==> config.mk <==
export PLATFORM = sky130hd
export DESIGN_NAME = pll_lock_manager
export DESIGN_NICKNAME = d
export VERILOG_FILES = /design/src/rtl/pll_lock_manager.sv
export SDC_FILE = /design/constraint.sdc
export NUM_CORES = 1
export LEC_CHECK = 0
export ABC_AREA = 1
export CORE_ASPECT_RATIO = 1.5
export CORE_MARGIN = 3
export CORE_UTILIZATION = 59
export CTS_BUF_LIST = sky130_fd_sc_hd__clkbuf_8
export DETAILED_ROUTE_END_ITERATION = 12
export GPL_TIMING_DRIVEN = 0
export PLACE_DENSITY = 0.94
export SYNTH_ARGS = -nofsm -noshare
export SYNTH_HDL_FRONTEND = slang
export SYNTH_SLANG_ARGS = --single-unit
==> constraint.sdc <==
create_clock -name clk -period 2.3 [get_ports clk]
set_input_delay 0.23 -clock clk [delete_from_list [all_inputs] [get_ports clk]]
set_output_delay 0.23 -clock clk [all_outputs]
set_load 0.005 [all_outputs]
==> src/rtl/pll_lock_manager.sv <==
// pll_lock_manager: PLL reset/lock supervisor with debounced lock and staggered domain reset release.
module pll_lock_manager #(
  parameter int NUM_DOMAINS      = 3,
  parameter int LOCK_SYNC_STAGES = 2,
  parameter int PLL_RST_CYCLES   = 16,
  parameter int LOCK_TIMEOUT     = 2500000,
  parameter int STABLE_CYCLES    = 1024,
  parameter int STAGGER_CYCLES   = 64,
  parameter int CNT_W            = 8
) (
  input  logic                   clk,
  input  logic                   rst,
  input  logic                   pll_lock,
  input  logic                   clear_status,
  output logic                   pll_rst,
  output logic [NUM_DOMAINS-1:0] domain_rst,
  output logic                   all_ready,
  output logic                   lost_lock,
  output logic [CNT_W-1:0]       relock_count,
  output logic [CNT_W-1:0]       timeout_count
);
  localparam int MAX_AB = PLL_RST_CYCLES > LOCK_TIMEOUT ? PLL_RST_CYCLES : LOCK_TIMEOUT;
  localparam int MAX_CD = STABLE_CYCLES > STAGGER_CYCLES ? STABLE_CYCLES : STAGGER_CYCLES;
  localparam int MAX_C  = MAX_AB > MAX_CD ? MAX_AB : MAX_CD;
  localparam int TW     = $clog2(MAX_C + 1);
  localparam logic [TW-1:0] RST_LAST = TW'(PLL_RST_CYCLES - 1);
  localparam logic [TW-1:0] TO_LAST  = TW'(LOCK_TIMEOUT - 1);
  localparam logic [TW-1:0] STB_LAST = TW'(STABLE_CYCLES - 1);
  localparam logic [TW-1:0] STG_LAST = TW'(STAGGER_CYCLES - 1);

  typedef enum logic [2:0] {S_PLL_RST, S_WAIT_LOCK, S_STABLE, S_RELEASE, S_RUN} state_t;

  state_t                  state_q, state_d;
  logic [TW-1:0]           cnt_q, cnt_d;
  logic [LOCK_SYNC_STAGES-1:0] sync_q;
  logic                    pll_rst_q, pll_rst_d;
  logic [NUM_DOMAINS-1:0]  domain_rst_q, domain_rst_d, dom_next;
  logic                    all_ready_q, all_ready_d;
  logic                    lost_lock_q, lost_lock_d;
  logic [CNT_W-1:0]        relock_count_q, relock_count_d;
  logic [CNT_W-1:0]        timeout_count_q, timeout_count_d;
  logic                    lock_s, start_rel, loss_ev, timeout_ev;

  assign lock_s = sync_q[LOCK_SYNC_STAGES-1];
  // Bits fall in index order, so the next one to release is always the lowest still set.
  assign dom_next = domain_rst_q & (domain_rst_q - NUM_DOMAINS'(1));

  always_comb begin
    state_d = state_q;
    cnt_d = cnt_q;
    domain_rst_d = domain_rst_q;
    start_rel = 1'b0;
    loss_ev = 1'b0;
    timeout_ev = 1'b0;
    case (state_q)
      S_PLL_RST: begin
        state_d = cnt_q == RST_LAST ? S_WAIT_LOCK : S_PLL_RST;
        cnt_d = cnt_q == RST_LAST ? '0 : cnt_q + TW'(1);
      end
      S_WAIT_LOCK: begin
        if (lock_s) begin
          state_d = S_STABLE;
          cnt_d = TW'(1);
          start_rel = STABLE_CYCLES == 1;
        end else if (cnt_q == TO_LAST) begin
          timeout_ev = 1'b1;
          state_d = S_PLL_RST;
          cnt_d = '0;
        end else cnt_d = cnt_q + TW'(1);
      end
      S_STABLE: begin
        if (!lock_s) begin
          state_d = S_WAIT_LOCK;
          cnt_d = '0;
        end else if (cnt_q == STB_LAST) start_rel = 1'b1;
        else cnt_d = cnt_q + TW'(1);
      end
      S_RELEASE: begin
        if (!lock_s) loss_ev = 1'b1;
        else if (cnt_q == STG_LAST) begin
          domain_rst_d = dom_next;
          cnt_d = '0;
          state_d = dom_next == '0 ? S_RUN : S_RELEASE;
        end else cnt_d = cnt_q + TW'(1);
      end
      S_RUN: loss_ev = !lock_s;
      default: state_d = S_PLL_RST;
    endcase
    if (start_rel) begin
      state_d = NUM_DOMAINS == 1 ? S_RUN : S_RELEASE;
      cnt_d = '0;
      domain_rst_d = {NUM_DOMAINS{1'b1}} << 1;
    end
    if (loss_ev) begin
      state_d = S_PLL_RST;
      cnt_d = '0;
      domain_rst_d = '1;
    end
    pll_rst_d = state_d == S_PLL_RST;
    all_ready_d = state_d == S_RUN;
    lost_lock_d = clear_status ? 1'b0 : lost_lock_q | loss_ev;
    relock_count_d = clear_status ? '0 : relock_count_q + CNT_W'(loss_ev && relock_count_q != '1);
    timeout_count_d = clear_status ? '0 : timeout_count_q + CNT_W'(timeout_ev && timeout_count_q != '1);
  end

  always_ff @(posedge clk) begin
    if (rst) begin
      state_q <= S_PLL_RST;
      cnt_q <= '0;
      sync_q <= '0;
      pll_rst_q <= 1'b1;
      domain_rst_q <= '1;
      all_ready_q <= 1'b0;
      lost_lock_q <= 1'b0;
      relock_count_q <= '0;
      timeout_count_q <= '0;
    end else begin
      state_q <= state_d;
      cnt_q <= cnt_d;
      sync_q <= {sync_q[LOCK_SYNC_STAGES-2:0], pll_lock};
      pll_rst_q <= pll_rst_d;
      domain_rst_q <= domain_rst_d;
      all_ready_q <= all_ready_d;
      lost_lock_q <= lost_lock_d;
      relock_count_q <= relock_count_d;
      timeout_count_q <= timeout_count_d;
    end
  end

  assign pll_rst = pll_rst_q;
  assign domain_rst = domain_rst_q;
  assign all_ready = all_ready_q;
  assign lost_lock = lost_lock_q;
  assign relock_count = relock_count_q;
  assign timeout_count = timeout_count_q;
endmodule
# ---- Word level (Yosys, flattened, before mapping)
# Cells that the tools add are included.
dict set report op_classes {
  bitwise_logic 2
  n_eq_ne 13
  n_mux 30
  n_reduce_logical 16
  n_addsub 4
}
# operator count
set ops {}
lappend ops {{22-bit two-way mux} 7}
lappend ops {{22-bit case mux with 4 select lines} 1}
lappend ops {{3-bit two-way mux} 8}
lappend ops {{22-bit by 1-bit adder with 22-bit output, second input constant} 1}
lappend ops {{22-bit by 10-bit == test with 1-bit output, second input constant} 1}
lappend ops {{22-bit == test, second input constant} 1}
lappend ops {{22-bit by 4-bit == test with 1-bit output, second input constant} 1}
lappend ops {{22-bit by 6-bit == test with 1-bit output, second input constant} 1}
lappend ops {{8-bit by 1-bit adder with 8-bit output} 2}
lappend ops {{8-bit inequality test, second input constant} 2}
lappend ops {{3-bit case mux with 5 select lines} 1}
lappend ops {{1-bit two-way mux} 12}
lappend ops {{3-bit logical NOT} 3}
lappend ops {{3-bit AND reduction} 3}
lappend ops {{3-bit by 2-bit == test with 1-bit output, second input constant} 2}
lappend ops {{3-bit == test, second input constant} 2}
lappend ops {{2-bit nonzero test} 3}
lappend ops {{4-bit nonzero test} 1}
lappend ops {{2-bit OR reduction} 2}
lappend ops {{3-bit AND} 1}
lappend ops {{3-bit by 1-bit == test with 1-bit output, second input constant} 1}
lappend ops {{3-bit inequality test, second input constant} 1}
lappend ops {{3-bit OR reduction} 1}
lappend ops {{3-bit by 1-bit subtractor with 3-bit output, second input constant} 1}
lappend ops {{5 further kinds} 6}
dict set report word_totals {
  ff_bits 49
  inputBits 4
}

# ---- Logic depth before layout (Yosys ltp)
dict set report depth {
  depth_word 10
  mapped_depth 14
}

# ---- Worst setup path before layout
# No wires, ideal clock.
dict set report synth_timing {
  kind {reg2reg}
  from {register cnt_q[0]}
  to {register timeout_count_q[4], in the netlist timeout_count[4]}
  stages_incl_launch_ff 13
  path_slack_ns 0.383
  required_ns 2.181
  t_arrival_ns 1.798
  path_cell_list {dfxtp_1 ha_1 nand2_2 nor2_4 nand2_1 nor4_1 ha_1 ha_1 nand2_1 inv_1 nand2_1 o21ai_0 a21oi_1}
}
dict set report synth_between {
  elab_chain_len 6
}
# item line
set synth_rtl {}
lappend synth_rtl {{start: declaration} 34} ;# logic [TW-1:0] cnt_q, cnt_d;
lappend synth_rtl {{start signal: assignment} 119} ;# cnt_q <= cnt_d;
lappend synth_rtl {{22-bit == test} 65} ;# end else if (cnt_q == TO_LAST) begin
lappend synth_rtl {{1-bit two-way mux} 65}
lappend synth_rtl {{1-bit two-way mux} 61} ;# if (lock_s) begin
lappend synth_rtl {{1-bit two-way mux} 55} ;# case (state_q)
lappend synth_rtl {{1-bit logical AND} 103} ;# timeout_count_d = clear_status ? '0 : timeout_count_q + CNT_W'(timeout_ev && timeout_count_q != '1);
lappend synth_rtl {{8-bit by 1-bit adder with 8-bit output} 103}
lappend synth_rtl {{end signal: assignment} 126} ;# timeout_count_q <= timeout_count_d;
lappend synth_rtl {{end: declaration} 41} ;# logic [CNT_W-1:0] timeout_count_q, timeout_count_d;
# No other way between the ends.
# A chain may end at the register's enable or synchronous reset.

# ---- Worst setup path in the final report
# Ends and elaborated chain as after synthesis.

==> impl_metrics.yaml <==
run_status:
  outcome: "finished, final reports clean"
route:
  remaining_drc_errors: 0
  drt_iter0_drc: 167
  vias: 2767
  ant_nets: 0
  route.final.wire_length_um: 6970
  routed_wire_length_per_instance_um: 14.17
  route.detailed.vias_per_inst: 5.624
  dr.pass1.iters: 4
floorplanning:
  die_height_um: 88.99
  start_util: 0.6274
  die_area_mm2: 0.005457
  rows: 29
  io_pins: 26
  die_width_um: 61.33
  core_area_mm2: 0.004318
power_and_ir_drop:
  switchingPower_uw: 340.9
  totalPowerFinal_mw: 1.651
  clkPwrFrac: 0.449
  power.leakage_nw: 1.326
  intPower_mw: 1.310
  power.density_cell_area_mw_per_mm2: 516.7
  power.share.combinational: 0.028
  worst_ir_drop_vdd_mv: 0.5024
  swShare: 0.2065
  power.share.sequential: 0.523
timing:
  maxSlewHeadroom: 0.6633
  tightestPinTransition_ps: 505.1
  sum_of_negative_setup_slack_ps: 0
  timing.fmax_mhz: 468.9
  setup_slack_ps: 167.2
  final-setup-viol-count: 0
  fin_skew_ps: 12.90
  finalHoldViolations: 0
  hold_ws_ps: 413.2
  final.min_clock_period_ps: 2133
  drv_slew: 0
  timing.final.crit_share: 0.9273
clock_tree:
  holdBufCountCts: 0
  root_buffer: "clkbuf_8"
  clock_tree_from_tritoncts: "yes"
  clk_latency_ps: 310
  htree_num_levels: 2
  post_cts.repair.setup_buffers: 0
  cts_inserted_buffers: 5
  clock_tree.buffer_depth: 2
  clock_sinks: 49
  worst_setup_hold_path_clk_slew_ps: 100
place:
  placedCellCount: 484
  place.detailed.hpwl_um: 5167
  routabilityCongestion: 0.9473
  place_ws_ps: -50.14
  buffer_ports.inserted: 25
cells_and_area:
  fraction_of_final_layout_cells_sized_beyond_drive_strength_1: 0.09641
  antenna_cells: 0
  final_cell_count_no_fill: 492
  finalNetCount: 454
  area_delta_synth_final_pct: 17.97
  nFillCells: 322
global_routing:
  global_route_wire_length_before_repair_um: 11910
  initial_antenna_violation_count: 0
  grt_pass1_vias: 2730
  pin_count_of_the_biggest_net_entering_global_routing: 17
  grt.overflow.total: 0
  globalRouteTotalUtil: 0.2857
synthesis:
  post_synth_xor_area_fraction: 0.02263
  synth-warning-count: 0
  synth.cell_area_mm2: 0.002709
  synth.mux.area_fraction: 0
  synth-compound-area-share: 0.07483
  synth.net_count: 422
  post_synth.cell_area_avg_um2: 6.559
  combinational_family_with_the_most_area_after_synthesis: "simple AND/OR/NAND/NOR gates"
  post_synth_fa_ha_maj_area_fraction: 0.02309
  synth-seq-area-share: 0.3621
  postSynthRegisterBits: 49
  synth.lib_cells_used.distinct: 32
  synth-simple-area-share: 0.4208
  number_of_instances_in_the_synthesized_netlist: 413
critical_path:
  timing.critical_path.from_type: "flip-flop"
  timing.critical_path.to_type: "flip-flop"
  maximum_fanout_along_the_worst_path: 6
  critPathTopFamily: "simple AND/OR/NAND/NOR gates"
  worst_ep_arrival_time_ps: 2340
  timing.critical_path.required_ps: 2510
  crit_buf_inv: 1
  critical_path.slowest_cell: "dfxtp_2"
  crit_path_max_incr_delay_ps: 400
  worstPathCellList: "ha_2 > nand2_2 > nor2_4 > nand2_1 > nor4_4 > ha_2 > ha_2 > nand2_1 > inv_1 > nand2_1 > o21ai_1 > a21oi_1"
  worst-setup-path-type: "reg2reg"
run:
  max_capacitance_violation_count: 0
hold_path:
  min_path_type: "reg2reg"
==> sequential cells by signal, summed over array words and instances, names as in the netlist <==
name	flops
all_ready	1
cnt_q	22
domain_rst	3
lost_lock	1
pll_rst	1
relock_count	8
state_q	3
sync_q	2
timeout_count	8
==> what timing repair did <==
item	4_1_cts	5_1_grt
pin swaps	0	1
resized for setup	2	12
setup endpoints to repair	3	4
==> area by class of cell <==
| class | count | area, um^2 | share of cell area |
|---|---|---|---|
| sequential | 49 | 984.7 | 0.3081 |
| tap | 46 | 57.56 | 0.01801 |
| buffer | 5 | 36.28 | 0.01135 |
| multi-input combinational | 299 | 1504 | 0.4706 |
| timing repair buffer | 25 | 250.2 | 0.07831 |
| clock buffer | 5 | 68.82 | 0.02153 |
| inverter | 60 | 225.2 | 0.07048 |
| clock inverter | 3 | 68.82 | 0.02153 |
==> final timing paths <==
check / start / endpoint / slack (ps) / cells after the start
worst min-delay path: sync_q[0] / sync_q[1] / 410 / 2
worst min register to register: sync_q[0] / sync_q[1] / 410 / 2
worst max-delay path: cnt_q[0] / timeout_count[4] / 170 / 12
worst max register to register: cnt_q[0] / timeout_count[4] / 170 / 12
==> worst register-to-register path: cells and delay by family, from the launching register on <==
family	cells	cell delay, ps
adders and majority gates	3	650
AOI/OAI and AO/OA	2	170
DFF	1	400
and+or+nand+nor	6	730
buffers and inverters	1	90
==> power by group through the flow <==
stage | clock (mW) | combinational, mW | sequential [mW]
detailed placement | 0 | 0.0444 | 0.882
CTS | 0.746 | 0.0447 | 0.863
floorplan | 0 | 0.0294 | 0.880
global route | 0.775 | 0.0522 | 0.865
global placement | 0 | 0.0428 | 0.881
finish | 0.742 | 0.0458 | 0.864
==> metal layers <==
layer | vias up | wire length, um | track usage
met1 | 1253 | 2624 | 0.2990
met5 | - | 0 | 0
met3 | 40 | 309 | 0.05058
li1 | 1376 | - | -
met2 | 98 | 3711 | 0.5231
met4 | 0 | 325 | 0.1460
==> cells in the final DEF (no fill, tap or decap), drive strengths merged <==
| cell | count |
|---|---|
| and3 | 1 |
| clkbuf | 6 |
| dfxtp | 49 |
| nor2 | 93 |
| a21oi | 13 |
| nand3b | 1 |
| a31oi | 2 |
| ha | 5 |
| o21ai | 15 |
| o31ai | 1 |
| buf | 4 |
| nand3 | 29 |
| clkdlybuf4s50 | 25 |
| xor2 | 7 |
| inv | 61 |
| nor3 | 15 |
| nor3b | 2 |
| nand4 | 14 |
| o22ai | 2 |
| bufinv | 2 |
| nor4 | 2 |
| o21a | 2 |
| nand2 | 95 |
==> logic make-up after synthesis <==
kind of cell / Yosys count
xor gates and xnor gates: 7
and+or+nand+nor: 252
DFF: 49
adders and majority gates: 5
buffers and inverters: 65
AOI/OAI and AO/OA: 35
==> through the flow <==
stage | instance area (um^2) | utilization
5_1_grt | 3196 | 0.7401
2_1_floorplan | 2709 | -
3_5_place_dp | 3017 | 0.6986
4_1_cts | 3162 | 0.7323
6_report | 3196 | 0.7401
3_3_place_gp | 3017 | 0.6986
==> Yosys cell counts <==
cell type | number | area, um^2
a21oi_4 | 1 | 16.27
a21oi_2 | 1 | 8.760
nand3_4 | 1 | 17.52
inv_2 | 2 | 7.510
nor2_4 | 5 | 56.30
nand4_1 | 14 | 87.58
nor3_1 | 14 | 70.07
o31ai_1 | 1 | 7.510
o21a_1 | 2 | 15.01
nor3b_1 | 2 | 15.01
inv_1 | 58 | 217.7
nor4_1 | 2 | 12.51
buf_6 | 2 | 22.52
ha_1 | 5 | 62.56
nand3_1 | 27 | 135.1
nand2_4 | 1 | 11.26
nand2_1 | 90 | 337.8
and3_1 | 1 | 6.260
a31oi_1 | 2 | 12.51
clkbuf_1 | 1 | 3.750
o21ai_0 | 15 | 75.07
nor3_2 | 1 | 10.01
nor2_2 | 3 | 18.77
nor2_1 | 85 | 319.1
dfxtp_1 | 49 | 980.9
o22ai_1 | 2 | 12.51
nand2_2 | 4 | 25.02
a21oi_1 | 11 | 55.05
nand3b_1 | 1 | 7.510
buf_2 | 2 | 10.01
xor2_1 | 7 | 61.31
nand3_2 | 1 | 10.01
(Power assumes the default switching activity.)
